`config.mk`:
```
export PLATFORM = sky130hd
export DESIGN_NAME = event_flag_scheduler
export DESIGN_NICKNAME = d
export VERILOG_FILES = /design/src/rtl/event_flag_scheduler.sv
export SDC_FILE = /design/constraint.sdc
export NUM_CORES = 1
export LEC_CHECK = 0
export ABC_CLOCK_PERIOD_IN_PS = 3500
export CELL_PAD_IN_SITES_DETAIL_PLACEMENT = 1
export CELL_PAD_IN_SITES_GLOBAL_PLACEMENT = 1
export CORE_MARGIN = 2
export CORE_UTILIZATION = 38
export DETAILED_ROUTE_END_ITERATION = 12
export PLACE_DENSITY_LB_ADDON = 0.12
export SLEW_MARGIN = 20
export SYNTH_ARGS = -nofsm -noshare
export SYNTH_HDL_FRONTEND = slang
export SYNTH_SLANG_ARGS = --single-unit
```
`constraint.sdc`:
```
create_clock -name clk -period 3.5 [get_ports clk]
set_input_delay 0.35 -clock clk [delete_from_list [all_inputs] [get_ports clk]]
set_output_delay 0.35 -clock clk [all_outputs]
set_load 0.05 [all_outputs]
```
`src/rtl/event_flag_scheduler.sv`:
```
// Sticky set/reset event flags with enable mask and a round-robin scheduler that
// offers one pending, eligible flag index at a time over a valid/ready handshake.
module event_flag_scheduler #(
    parameter int N = 8,
    localparam int IW = $clog2(N)
) (
    input  logic          clrn,
    input  logic          clk,
    input  logic [N-1:0]  set,
    input  logic [N-1:0]  clr,
    input  logic          mask_wr,
    input  logic [N-1:0]  mask_in,
    output logic [N-1:0]  mask,
    output logic [N-1:0]  pend,
    output logic [N-1:0]  ovf,
    output logic          any_pend,
    output logic          req_valid,
    output logic [IW-1:0] req_idx,
    input  logic          req_ready
);

    typedef enum logic {
        IDLE  = 1'b0,
        OFFER = 1'b1
    } state_t;

    state_t        state_reg, state_next;
    logic [N-1:0]  pend_reg, pend_next;
    logic [N-1:0]  ovf_reg, ovf_next;
    logic [N-1:0]  mask_reg, mask_next;
    logic [IW-1:0] rr_ptr_reg, rr_ptr_next;
    logic [IW-1:0] req_idx_reg, req_idx_next;

    logic [N-1:0]  elig;
    logic          sel_found;
    logic [IW-1:0] sel_idx;
    logic          accept;

    assign accept = (state_reg == OFFER) && req_ready;
    assign elig   = pend_reg & mask_reg;

    // Set has top priority over both the external clear and the acceptance clear.
    genvar gi;
    generate
        for (gi = 0; gi < N; gi++) begin : g_flag
            assign pend_next[gi] = set[gi] |
                                   (pend_reg[gi] & ~clr[gi] &
                                    ~(accept && (req_idx_reg == IW'(gi))));
            assign ovf_next[gi]  = (set[gi] & pend_reg[gi]) |
                                   (ovf_reg[gi] & ~(clr[gi] & ~set[gi]));
        end
    endgenerate

    assign mask_next = mask_wr ? mask_in : mask_reg;

    // First eligible index at or above rr_ptr, wrapping modulo N.
    always_comb begin
        int            cand;
        logic [IW-1:0] cand_idx;
        sel_found = 1'b0;
        sel_idx   = '0;
        cand      = 0;
        cand_idx  = '0;
        for (int k = 0; k < N; k++) begin
            cand = int'(rr_ptr_reg) + k;
            if (cand >= N) begin
                cand = cand - N;
            end
            cand_idx = IW'(cand);
            if (!sel_found && elig[cand_idx]) begin
                sel_found = 1'b1;
                sel_idx   = cand_idx;
            end
        end
    end

    always_ff @(posedge clk or negedge clrn) begin
        if (!clrn) begin
            state_reg   <= IDLE;
            pend_reg    <= '0;
            ovf_reg     <= '0;
            mask_reg    <= '1;
            rr_ptr_reg  <= '0;
            req_idx_reg <= '0;
        end else begin
            state_reg   <= state_next;
            pend_reg    <= pend_next;
            ovf_reg     <= ovf_next;
            mask_reg    <= mask_next;
            rr_ptr_reg  <= rr_ptr_next;
            req_idx_reg <= req_idx_next;
        end
    end

    // Once offered, the index stays committed until accepted, even if cleared or masked.
    always_comb begin
        state_next   = state_reg;
        req_idx_next = req_idx_reg;
        rr_ptr_next  = rr_ptr_reg;
        case (state_reg)
            IDLE: begin
                if (sel_found) begin
                    state_next   = OFFER;
                    req_idx_next = sel_idx;
                end
            end
            OFFER: begin
                if (req_ready) begin
                    state_next  = IDLE;
                    rr_ptr_next = (req_idx_reg == IW'(N - 1)) ? '0 : req_idx_reg + IW'(1);
                end
            end
            default: state_next = IDLE;
        endcase
    end

    always_comb begin
        req_valid = (state_reg == OFFER);
    end

    assign req_idx  = req_idx_reg;
    assign pend     = pend_reg;
    assign ovf      = ovf_reg;
    assign mask     = mask_reg;
    assign any_pend = |elig;

endmodule

```
==> summary by stage <==
Outcome
The flow ran to the end, and the final reports show no timing, DRC or antenna violations.

Yosys
The synthesized net count is between 200 and 300. The summed instance area of the synthesized netlist is roughly 2400 um^2. The number of flops mapped to enable cells by yosys is 0.

The most instantiated flip-flop cell in the synthesis netlist is sky130_fd_sc_hd__dfrtp_1. The count of different cell masters after synthesis is 52. After synthesis, the mean cell area works out to 9.47 um^2. The cell count after synthesis came out at 250. The register bit count reported by yosys is 31.

The share of synthesized area occupied by flip-flops and latches is 0.332. In the synthesized netlist the async set-or-reset flop fraction comes to 1.00. The number of warning messages in the yosys log is 0.

Critical path
The critical path capture point type is a register. The worst endpoint required time is around 3.7 ns. Traced cell by cell, the critical path runs through inv_2 > ha_1 > inv_1 > mux4_2 > nor4_4 > nand3_1 > a32o_1 > a31oi_1. The worst setup path startpoint is rr_ptr_reg[0]$_DFFE_PN0P_. The slowest stage of the critical path is the sky130_fd_sc_hd__mux4_2 cell. At the worst endpoint, the arrival time is 3.02 ns. In this run the critical register-to-register path is launched from rr_ptr_reg[0]$_DFFE_PN0P_. The longest individual stage delay on the worst path is approximately 0.63 ns.

The startpoint type of the worst setup path is a register. The classification of the worst setup path is register to register. The largest fanout of any net on the critical path is 8.

Power
Power spread over the standard cell area amounts to between 800 and 900 nW/um^2. The worst-case IR drop observed on VDD is about 0.47 mV. In this run the static leakage power is 1.24 nW.

Timing
In this run the tightest slew margin relative to its limit is 0.545. The final hold violation count is 0. The slew of the pin with the lowest slew margin is ~0.68 ns. Timing would allow up to approximately 350 MHz. The period utilization is 0.809. Clock skew on the completed layout was measured at approximately 0.006 ns.

The number of max-slew violations in the final report came to 0. Setup repair after global routing left no endpoint under its margin. Setup violations remaining at the end of the flow were counted as 0. The total negative slack for setup checks is 0 ns.

The shortest clock period the worst path allows after layout is approximately 2.8 ns.

Drt
For this block, wires on met1 add up to 3.36 mm. The number of DRC violations after detailed routing is 0. The detailed route wirelength on metal3 is 297 um. The via count of the routed design is between 2000 and 2500.

The count of nets left with antenna violations once routing finished came out at 0. The via density per instance is between 5 and 6. The wire length per cell after detailed routing is 18.5 um. The top layer used by detailed routing is met4. The sum of routed wire length over all layers is ~7.2 mm. For this block, the initial DRC count from the detailed router was around 130. The detailed route wirelength on metal2 is 3.37 mm. The first detailed-routing pass took 4 iterations.

Global routing
The number of antenna violations at the first check in global routing came to 0. The pin count of the biggest net entering global routing is 32. The first global-routing pass estimated 11.7 mm of wire. The overall track demand over capacity in global routing is 0.211.

The via count of the first global-routing pass came to roughly 2300. The global-route congestion overflow total is 0.

Placement
The count of port buffers added during placement is 56. The routability congestion estimate is around 0.85. The area of placed instances is 3020 um^2. The post-DP HPWL is ~5.6 mm.

Clock network
In this run, post-CTS hold repair placed 0 buffers. The number of buffers inserted during clock tree synthesis is 5. The root buffer cell chosen for the clock tree is sky130_fd_sc_hd__clkbuf_8. TritonCTS built the clock tree. The H-tree depth reported by CTS is 2. The buffer count from post-CTS setup fixing is 0.

The clock net in this run drives a total of 31 sinks. Clock-pin slew was measured on the worst setup and hold paths at roughly 0.07 ns. At the later pin of the worst-skew pair, clock insertion delay measures 0.28 ns. The longest clock path from root to sink contains 2 buffers. The number of cells upsized or downsized after cts is 0.

Finish
The number of antenna diodes in the final layout is 0. The design area is 3100 um^2. The number of nets in the finished design is roughly 350. The layout cell share with drive strength beyond 1 is 0.174. From synthesis to final layout, the design area changed by 31.0%.

Floorplan
Measured along the y axis, the die boundary spans about 83 um. 57 I/O pins were placed. The total die area is 6880 um^2. The die outline width is ~83 um. The effective utilization at floorplan is 0.398.

After floorplanning, the core was sized to cover around 6000 um^2. The count of standard-cell rows is 28.

Run
Max-cap violations in this run came to 0.

Worst hold path
The worst min-delay path category is input pin to asynchronous set/reset pin.
## layout make-up
class	instances	area, um^2
clock buffers	7	76.3
well taps	75	93.8
clock inverters	1	5.00
repair buffers	63	613
flip-flops and latches	31	786
multi-input cells	190	1460
inverters	19	71.3
fillers	699	2850
## cell usage in the layout (no fill, tap or decap), drive strengths merged, types with 2 or more instances in the layout
cell type      Yosys  routed
o21ai             10      10
dfrtp             23      23
a21oi             15      15
xor2               2       2
a221oi             3       3
o31ai              2       2
dfstp              8       8
nand3             12      12
inv               19      19
clkbuf             3       7
a41oi              2       2
ha                 8       8
nor2              28      28
a31oi              2       2
a211o              2       2
a32o               3       3
nand2             19      19
nand4b             5       5
or3                3       3
nand4              5       5
a21boi             3       3
a31o               9       9
and2              12      12
mux2               8       8
buf                7       7
o32ai              2       2
mux2i              3       3
clkdlybuf4s50      0      56
mux4              12      12
a22o               2       2
a21o               2       2
## power by group
group / switching [mW] / leakage (nW) / internal (mW) / total (mW)
registers: 0.0992 / 0.345 / 0.432 / 0.531
clock network: 0.134 / 0.0422 / 0.139 / 0.274
logic: 1.07 / 0.852 / 0.799 / 1.87
total: 1.30 / 1.24 / 1.37 / 2.67
## synth_stat cells, types with 4 or more instances
library cell               instances  area [um^2]
sky130_fd_sc_hd__inv_1            17         63.8
sky130_fd_sc_hd__dfrtp_1          23          576
sky130_fd_sc_hd__and2_1           11         68.8
sky130_fd_sc_hd__nand2_1          19         71.3
sky130_fd_sc_hd__a31o_2            9         78.8
sky130_fd_sc_hd__nand4_1           5         31.3
sky130_fd_sc_hd__mux4_2           12          270
sky130_fd_sc_hd__o21ai_0          10         50.1
sky130_fd_sc_hd__a21oi_1          14         70.1
sky130_fd_sc_hd__buf_2             4         20.0
sky130_fd_sc_hd__dfstp_2           8          210
sky130_fd_sc_hd__nand3_1          12         60.1
sky130_fd_sc_hd__ha_1              8          100
sky130_fd_sc_hd__nand4b_1          5         43.8
sky130_fd_sc_hd__nor2_1           28          105
sky130_fd_sc_hd__mux2_2            8         90.1
## per-stage QoR
stage	utilization	power [mW]	hold WS [ns]	instances	setup slack, ns
after floorplan	-	1.89	0.0544	250	0.758
after global placement	0.507	2.37	0.521	378	0.877
after detailed placement	0.507	2.39	0.526	378	0.713
after CTS	0.521	2.67	0.477	386	0.678
after global routing	0.521	2.86	0.497	386	0.475
final	0.521	2.67	0.475	386	0.669
## worst max-delay path: cells and delay by family (launching register included)
kind                     cells  cell delay [ns]
flip-flops                   1             0.42
adder cells (fa/ha/maj)      1             0.27
AND/OR/NAND/NOR              2             0.55
AO/OA/AOI/OAI                2             0.43
buffers and inverters        2             0.43
multiplexers                 1             0.63
## routing by layer
layer / up-vias / track usage
met5: - / 0
met4: 0 / 0.0730
met3: 11 / 0.0249
met2: 57 / 0.326
met1: 1112 / 0.306
li1: 1054 / -
## path summary, 6_finish.rpt
kind                                          endpoint  slack, ns  cells past startpoint
worst max-delay path            req_idx[2]$_DFFE_PN0P_       0.67                      8
max in group asynchronous          mask[4]$_DFFE_PN1P_       2.70                      2
worst max register to register  req_idx[2]$_DFFE_PN0P_       0.67                      8
worst min register to register        ovf[6]$_DFF_PN0_       0.53                      2
min in group clk                      ovf[6]$_DFF_PN0_       0.53                      2
worst min-delay path                 pend[1]$_DFF_PN0_       0.47                      2
## logic make-up (layout without fill, tap and decap cells)
family | after synthesis | after routing | share of synthesized area
DFF | 31 | 31 | 0.332
xor gates and xnor gates | 3 | 3 | 0.0111
and+or+nand+nor | 90 | 90 | 0.197
buffers and inverters | 29 | 90 | 0.0528
adders and majority gates | 8 | 8 | 0.0423
AOI/OAI and AO/OA | 66 | 66 | 0.200
muxes | 23 | 23 | 0.165
No activity file was read; power rests on OpenSTA's default activity.
